$ cat src/rtl/otter_wb_pkg.sv
// Shared types and constants for the OTTER writeback stage.
package otter_wb_pkg;

   typedef enum logic [1:0] {
      WB_ALU  = 2'd0,
      WB_LOAD = 2'd1,
      WB_PC4  = 2'd2,
      WB_CSR  = 2'd3
   } wb_sel_t;

   localparam logic [2:0] F3_LB  = 3'b000;
   localparam logic [2:0] F3_LH  = 3'b001;
   localparam logic [2:0] F3_LW  = 3'b010;
   localparam logic [2:0] F3_LBU = 3'b100;
   localparam logic [2:0] F3_LHU = 3'b101;

   typedef enum logic [1:0] {
      IDLE     = 2'd0,
      WAIT_MEM = 2'd1,
      WRITE    = 2'd2
   } wb_state_t;

endpackage

$ cat src/rtl/otter_writeback_stage_if.sv
// Bundle of execute handshake, memory response and register-file write signals.
interface otter_writeback_stage_if #(
   parameter int XLEN = 32
) ();

   logic            wb_valid;
   logic            wb_ready;
   logic [1:0]      wb_sel;
   logic [4:0]      wb_rd;
   logic            wb_reg_write;
   logic [XLEN-1:0] alu_result;
   logic [XLEN-1:0] pc_plus4;
   logic [XLEN-1:0] csr_rdata;
   logic [2:0]      load_funct3;
   logic            mem_rvalid;
   logic [XLEN-1:0] mem_rdata;
   logic            rf_write;
   logic [4:0]      rf_wreg;
   logic [XLEN-1:0] rf_wdata;
   logic            wb_done;
   logic            load_err;

   modport master (
      output wb_valid, wb_sel, wb_rd, wb_reg_write, alu_result, pc_plus4,
             csr_rdata, load_funct3, mem_rvalid, mem_rdata,
      input  wb_ready, rf_write, rf_wreg, rf_wdata, wb_done, load_err
   );

   modport slave (
      input  wb_valid, wb_sel, wb_rd, wb_reg_write, alu_result, pc_plus4,
             csr_rdata, load_funct3, mem_rvalid, mem_rdata,
      output wb_ready, rf_write, rf_wreg, rf_wdata, wb_done, load_err
   );

endinterface

$ cat src/rtl/otter_load_align.sv
// Byte/half/word lane selection and sign/zero extension of a raw load word,
// flagging misaligned halves/words and unsupported funct3 codes.
module otter_load_align
   import otter_wb_pkg::*;
#(
   parameter int XLEN = 32
) (
   input  logic [XLEN-1:0] i_mem_rdata,
   input  logic [1:0]      i_addr,
   input  logic [2:0]      i_funct3,
   output logic [XLEN-1:0] o_data,
   output logic            o_err
);

   logic [7:0]  w_byte;
   logic [15:0] w_half;

   assign w_byte = i_mem_rdata[{i_addr, 3'b000} +: 8];
   assign w_half = i_mem_rdata[{i_addr[1], 4'b0000} +: 16];

   always_comb begin
      o_data = '0;
      o_err  = 1'b0;
      case (i_funct3)
         F3_LB:  o_data = {{(XLEN-8){w_byte[7]}}, w_byte};
         F3_LBU: o_data = {{(XLEN-8){1'b0}}, w_byte};
         F3_LH: begin
            o_data = {{(XLEN-16){w_half[15]}}, w_half};
            o_err  = i_addr[0];
         end
         F3_LHU: begin
            o_data = {{(XLEN-16){1'b0}}, w_half};
            o_err  = i_addr[0];
         end
         F3_LW: begin
            o_data = i_mem_rdata;
            o_err  = |i_addr;
         end
         default: o_err = 1'b1;
      endcase
   end

endmodule

$ cat src/rtl/otter_writeback_stage.sv
// OTTER writeback stage: accepts a retired instruction, waits for load data
// when needed, and drives the register-file write port for one WRITE cycle.
module otter_writeback_stage
   import otter_wb_pkg::*;
#(
   parameter int XLEN = 32
) (
   input  logic                   clock,
   input  logic                   reset_n,
   otter_writeback_stage_if.slave bus
);

   wb_state_t       r_state;
   wb_state_t       w_next;
   logic [4:0]      r_rd;
   logic            r_reg_write;
   wb_sel_t         r_sel;
   logic [XLEN-1:0] r_alu;
   logic [XLEN-1:0] r_pc4;
   logic [XLEN-1:0] r_csr;
   logic [XLEN-1:0] r_load;
   logic [2:0]      r_funct3;
   logic            r_err;

   logic            w_accept;
   logic            w_mem_take;
   logic [XLEN-1:0] w_align_data;
   logic            w_align_err;
   logic [XLEN-1:0] w_result;

   assign w_accept   = (r_state == IDLE) && bus.wb_valid;
   assign w_mem_take = (r_state == WAIT_MEM) && bus.mem_rvalid;

   otter_load_align #(.XLEN(XLEN)) u_align (
      .i_mem_rdata (bus.mem_rdata),
      .i_addr      (r_alu[1:0]),
      .i_funct3    (r_funct3),
      .o_data      (w_align_data),
      .o_err       (w_align_err)
   );

   always_ff @(posedge clock or negedge reset_n) begin
      if (!reset_n) r_state <= IDLE;
      else          r_state <= w_next;
   end

   always_comb begin
      w_next = r_state;
      case (r_state)
         IDLE: begin
            if (bus.wb_valid)
               w_next = (wb_sel_t'(bus.wb_sel) == WB_LOAD) ? WAIT_MEM : WRITE;
         end
         WAIT_MEM: if (bus.mem_rvalid) w_next = WRITE;
         WRITE:    w_next = IDLE;
         default:  w_next = IDLE;
      endcase
   end

   // Capture registers stay untouched until the next accept, so rf_wreg/rf_wdata hold.
   always_ff @(posedge clock or negedge reset_n) begin
      if (!reset_n) begin
         r_rd        <= '0;
         r_reg_write <= 1'b0;
         r_sel       <= WB_ALU;
         r_alu       <= '0;
         r_pc4       <= '0;
         r_csr       <= '0;
         r_load      <= '0;
         r_funct3    <= '0;
         r_err       <= 1'b0;
      end else if (w_accept) begin
         r_rd        <= bus.wb_rd;
         r_reg_write <= bus.wb_reg_write;
         r_sel       <= wb_sel_t'(bus.wb_sel);
         r_alu       <= bus.alu_result;
         r_pc4       <= bus.pc_plus4;
         r_csr       <= bus.csr_rdata;
         r_funct3    <= bus.load_funct3;
         r_err       <= 1'b0;
      end else if (w_mem_take) begin
         r_load      <= w_align_data;
         r_err       <= w_align_err;
      end
   end

   always_comb begin
      w_result = r_alu;
      case (r_sel)
         WB_ALU:  w_result = r_alu;
         WB_LOAD: w_result = r_load;
         WB_PC4:  w_result = r_pc4;
         WB_CSR:  w_result = r_csr;
         default: w_result = r_alu;
      endcase
   end

   // Every output is a function of registers only, so it is settled well before the negedge write.
   assign bus.wb_ready = (r_state == IDLE);
   assign bus.wb_done  = (r_state == WRITE);
   assign bus.load_err = (r_state == WRITE) && r_err;
   assign bus.rf_write = (r_state == WRITE) && r_reg_write && (r_rd != 5'd0) && !r_err;
   assign bus.rf_wreg  = r_rd;
   assign bus.rf_wdata = w_result;

endmodule

$ cat src/flat_wrapper.sv
// flat-port wrapper written by rule: the top's interface ports become plain ports
module otter_writeback_stage_flat import otter_wb_pkg::*;
#(
   parameter int XLEN = 32
)
  (clock, reset_n, bus_wb_valid, bus_wb_sel, bus_wb_rd, bus_wb_reg_write, bus_alu_result, bus_pc_plus4, bus_csr_rdata, bus_load_funct3, bus_mem_rvalid, bus_mem_rdata, bus_wb_ready, bus_rf_write, bus_rf_wreg, bus_rf_wdata, bus_wb_done, bus_load_err);
  otter_writeback_stage_if #(.XLEN(XLEN)) bus_i ();
  input  logic clock;
  input  logic reset_n;
  input wire logic [$bits(bus_i.wb_valid)-1:0] bus_wb_valid;
  input wire logic [$bits(bus_i.wb_sel)-1:0] bus_wb_sel;
  input wire logic [$bits(bus_i.wb_rd)-1:0] bus_wb_rd;
  input wire logic [$bits(bus_i.wb_reg_write)-1:0] bus_wb_reg_write;
  input wire logic [$bits(bus_i.alu_result)-1:0] bus_alu_result;
  input wire logic [$bits(bus_i.pc_plus4)-1:0] bus_pc_plus4;
  input wire logic [$bits(bus_i.csr_rdata)-1:0] bus_csr_rdata;
  input wire logic [$bits(bus_i.load_funct3)-1:0] bus_load_funct3;
  input wire logic [$bits(bus_i.mem_rvalid)-1:0] bus_mem_rvalid;
  input wire logic [$bits(bus_i.mem_rdata)-1:0] bus_mem_rdata;
  output wire logic [$bits(bus_i.wb_ready)-1:0] bus_wb_ready;
  output wire logic [$bits(bus_i.rf_write)-1:0] bus_rf_write;
  output wire logic [$bits(bus_i.rf_wreg)-1:0] bus_rf_wreg;
  output wire logic [$bits(bus_i.rf_wdata)-1:0] bus_rf_wdata;
  output wire logic [$bits(bus_i.wb_done)-1:0] bus_wb_done;
  output wire logic [$bits(bus_i.load_err)-1:0] bus_load_err;
  assign bus_i.wb_valid = bus_wb_valid;
  assign bus_i.wb_sel = bus_wb_sel;
  assign bus_i.wb_rd = bus_wb_rd;
  assign bus_i.wb_reg_write = bus_wb_reg_write;
  assign bus_i.alu_result = bus_alu_result;
  assign bus_i.pc_plus4 = bus_pc_plus4;
  assign bus_i.csr_rdata = bus_csr_rdata;
  assign bus_i.load_funct3 = bus_load_funct3;
  assign bus_i.mem_rvalid = bus_mem_rvalid;
  assign bus_i.mem_rdata = bus_mem_rdata;
  assign bus_wb_ready = bus_i.wb_ready;
  assign bus_rf_write = bus_i.rf_write;
  assign bus_rf_wreg = bus_i.rf_wreg;
  assign bus_rf_wdata = bus_i.rf_wdata;
  assign bus_wb_done = bus_i.wb_done;
  assign bus_load_err = bus_i.load_err;
  otter_writeback_stage #(.XLEN(XLEN)) u_core (.clock(clock), .reset_n(reset_n), .bus(bus_i));
endmodule
$ cat config.mk
export PLATFORM = sky130hd
export DESIGN_NAME = otter_writeback_stage_flat
export DESIGN_NICKNAME = d
export VERILOG_FILES = /design/src/rtl/otter_wb_pkg.sv /design/src/rtl/otter_writeback_stage_if.sv /design/src/rtl/otter_load_align.sv /design/src/rtl/otter_writeback_stage.sv /design/src/flat_wrapper.sv
export SDC_FILE = /design/constraint.sdc
export NUM_CORES = 1
export LEC_CHECK = 0
export CORE_AREA = 2 2 121 123
export DETAILED_ROUTE_END_ITERATION = 12
export DIE_AREA = 0 0 123 125
export HOLD_SLACK_MARGIN = 0.05
export PLACE_DENSITY_LB_ADDON = 0.25
export SLEW_MARGIN = 20
export SYNTH_ARGS = -nofsm -noshare
export SYNTH_HDL_FRONTEND = slang
export SYNTH_SLANG_ARGS = --single-unit
$ cat constraint.sdc
create_clock -name clock -period 2.35 [get_ports clock]
set_clock_uncertainty 0.15 [all_clocks]
set_input_delay 0.47 -clock clock [delete_from_list [all_inputs] [get_ports clock]]
set_output_delay 0.47 -clock clock [all_outputs]
set_load 0.05 [all_outputs]
==> flow_summary_export.csv <==
group,metric,value,unit
die,rows,44,
sta,hold_viol,0,
finish,multiInputGateArea,2880,µm²
sta,finalWorstSetupSlack,-0.0371,ns
logic_synthesis,synthesis.area,6580,µm²
routing,vias_per_cell,5.55,
finish,utilization,0.668,
die,num_io_pins,184,
worst_setup_path,cp_slowest_cell,"mux4_2",
worst_setup_path,r2r-end,"u_core.r_load[30]",
logic_synthesis,ys.flop_type,"dfrtp_1",
clocking,clockBufferDepth,2,
finish,n_fill_cell,1046,
status,violations,"setup timing",
power_and_ir_drop,power_leakage,3.89,nW
sta,rsz0062_at_grt,"yes",
finish,area_delta_synth_final,44.3,%
sta,worstMarginPinSlew,1.11,ns
logic_synthesis,yosysTopAreaCell,"dfrtp_1",
grt,grt-ovfl-total,0,
routing,first_pass_iters,4,
finish,diodes,0,
sta,fin_setup_tns,-0.377,ns
logic_synthesis,ys_types,35,
sta,fmax,419,MHz
grt,grt_first_pass_wirelength,26.6,mm
worst_setup_path,r2r_slack,0.14,ns
sta,max_slew_margin,0.255,
grt,grt_max_degree,56,
finish,nets,790,
logic_synthesis,syn_nets,601,
run,max_cap_viol_count,0,
logic_synthesis,yosysMostFrequentCell,"dfrtp_1",
die,coreArea,14200,µm²
worst_setup_path,start_kind,"flop",
clocking,clk_latency,0.42,ns
die,die_y,125,µm
worst_setup_path,critPathCaptureType,"primary output",
worst_hold_path,min-delay-path-class,"reg2reg",
logic_synthesis,postSynthCellCount,458,
placement,place_area,8800,µm²
worst_setup_path,reg2reg_depth,3,
worst_hold_path,min_to,"u_core.r_load[5]",
logic_synthesis,async_flop_share,1.00,
routing,wirelength,16.9,mm
sta,setup_viol,31,
worst_hold_path,whs_path_depth,2,
placement,preCtsSetupSlack,-0.0976,ns
finish,drive_above_1_share,0.370,
logic_synthesis,synth_top_area_share,0.540,
grt,track_usage,0.230,
power_and_ir_drop,peakVddDrop,0.699,mV
clocking,clkSlewWorstSetupHoldPaths,0.06,ns
status,status,"complete, but fails checks",
logic_synthesis,syn_avg_cell_area,14.4,µm²
sta,period_needed,2.39,ns
finish,fin_area,9490,µm²
logic_synthesis,ys_ff_latch,142,
sta,drv_slew,0,
worst_hold_path,min-delay-start,"u_core.r_load[5]",
die,die_width,123,µm
placement,gp_congestion,0.861,
clocking,cts_tree,"done",
die,start_util,0.463,
worst_setup_path,slowest_delay,0.55,ns
clocking,numClockSinks,142,
worst_setup_path,arrival,1.77,ns
clocking,cts_buffers,17,
logic_synthesis,synth_edf_count,0,
grt,antenna_found_initial,0,
clocking,cts_root_buf,"clkbuf_16",
routing,ant_nets,0,
placement,hpwl,12.4,mm
routing,vias,4683,
logic_synthesis,synth.area.top_cells,"dfrtp_1, mux2_2, mux4_2, a221o_1, nand2_1",
clocking,htree_levels,4,
worst_setup_path,crit_path_max_fanout,18,
routing,drc,0,
power_and_ir_drop,p_per_area,1080,nW/µm²
grt,grt_pass1_vias,5046,
worst_setup_path,critPathKind,"reg2out",
finish,ff_latch_area,3560,µm²
worst_setup_path,crit_chain,"buf_12 > mux4_2 > buf_6",
worst_setup_path,worstPathRequired,1.73,ns
placement,io_buffers,183,
logic_synthesis,synth_warnings,0,
worst_setup_path,r2r_start,"u_core.r_funct3[0]",
routing,wl_per_cell,20.0,µm
sta,finalCritPeriodShare,1.02,
sta,whs,0.336,ns
logic_synthesis,yosysSeqAreaShare,0.540,
routing,dr.first_iter.drc_count,267,
logic_synthesis,ys_top_cells_by_count,"dfrtp_1, mux2_2, nand2_1",
die,dieArea,15400,µm²
==> report_power, final <==
group | switching (W) | leakage, nW | internal (W)
Clock | 0.00102 | 0.268 | 0.00159
Sequential | 0.000420 | 1.71 | 0.00309
Combinational | 0.00204 | 1.91 | 0.00208
Total | 0.00349 | 3.89 | 0.00676
==> cell type report <==
class	instances	area share
Clock buffer	19	0.0467
Clock inverter	13	0.0149
Tap cell	184	0.0243
Timing Repair Buffer	205	0.236
Multi-Input combinational cell	281	0.303
Sequential cell	142	0.375
==> flip-flops by register name (all words and copies together) (netlist names) <==
signal and cells:
u_core.r_sel 2, u_core.r_alu 32, u_core.r_csr 32, u_core.bus.rf_wreg 5
u_core.r_pc4 32, u_core.r_state 2, u_core.r_err 1, u_core.r_reg_write 1
u_core.r_funct3 3, u_core.r_load 32
==> stage by stage <==
step           power (W)  cells
3_3_place_gp     0.00746    809
4_1_cts           0.0103    842
5_1_grt           0.0107    844
6_report          0.0102    844
2_1_floorplan    0.00607    458
3_5_place_dp     0.00757    809
==> metal layers <==
| layer | part of all wire | GRT usage |
|---|---|---|
| met1 | 0.41 | 0.309 |
| met2 | 0.50 | 0.372 |
| met3 | 0.065 | 0.0506 |
| met4 | 0.019 | 0.0782 |
| met5 | 0 | 0 |
==> timing repair <==
item,4_1_cts,5_1_grt
resized for setup,21,1
setup endpoints to repair,32,32
setup buffers,0,2
pin swaps,0,3
hold buffers,1,0
endpoints found under the hold margin,46,0
==> cells in the final DEF (no fill, tap or decap), types with 3 or more instances in the layout <==
cell type / count
nand3_1: 7
buf_6: 19
nor2_1: 3
a221o_1: 16
nor2b_1: 3
nand2_1: 40
nand2b_1: 8
mux4_2: 33
a22oi_1: 7
a221oi_1: 8
dfrtp_1: 140
buf_4: 19
clkdlybuf4s50_1: 145
o21ai_0: 16
buf_12: 21
mux2_2: 108
a21oi_1: 9
clkbuf_16: 17
clkinvlp_4: 6
==> logic make-up after synthesis <==
family,after synthesis,synth area share
AO/OA/AOI/OAI,62,0.0693
buffers and inverters,35,0.0270
flip-flops,142,0.540
multiplexers,145,0.305
AND/OR/NAND/NOR,74,0.0582
==> critical path: cells and delay by family, from the launching register on <==
family | cells | cell delay, ns
buf+inv | 2 | 0.37
flops | 1 | 0.41
mux | 1 | 0.55
==> worst max path at each step <==
stage | from | end | depth (start not counted)
floorplan | u_core.r_state[0] | bus_rf_write | 2
global placement | bus_mem_rvalid | u_core.r_load[23] | 4
detailed placement | bus_mem_rvalid | u_core.r_load[27] | 4
CTS | u_core.r_sel[0] | bus_rf_wdata[19] | 3
global route | u_core.r_sel[0] | bus_rf_wdata[19] | 3
finish | u_core.r_sel[0] | bus_rf_wdata[19] | 3
No activity file was read; power rests on OpenSTA's default activity.
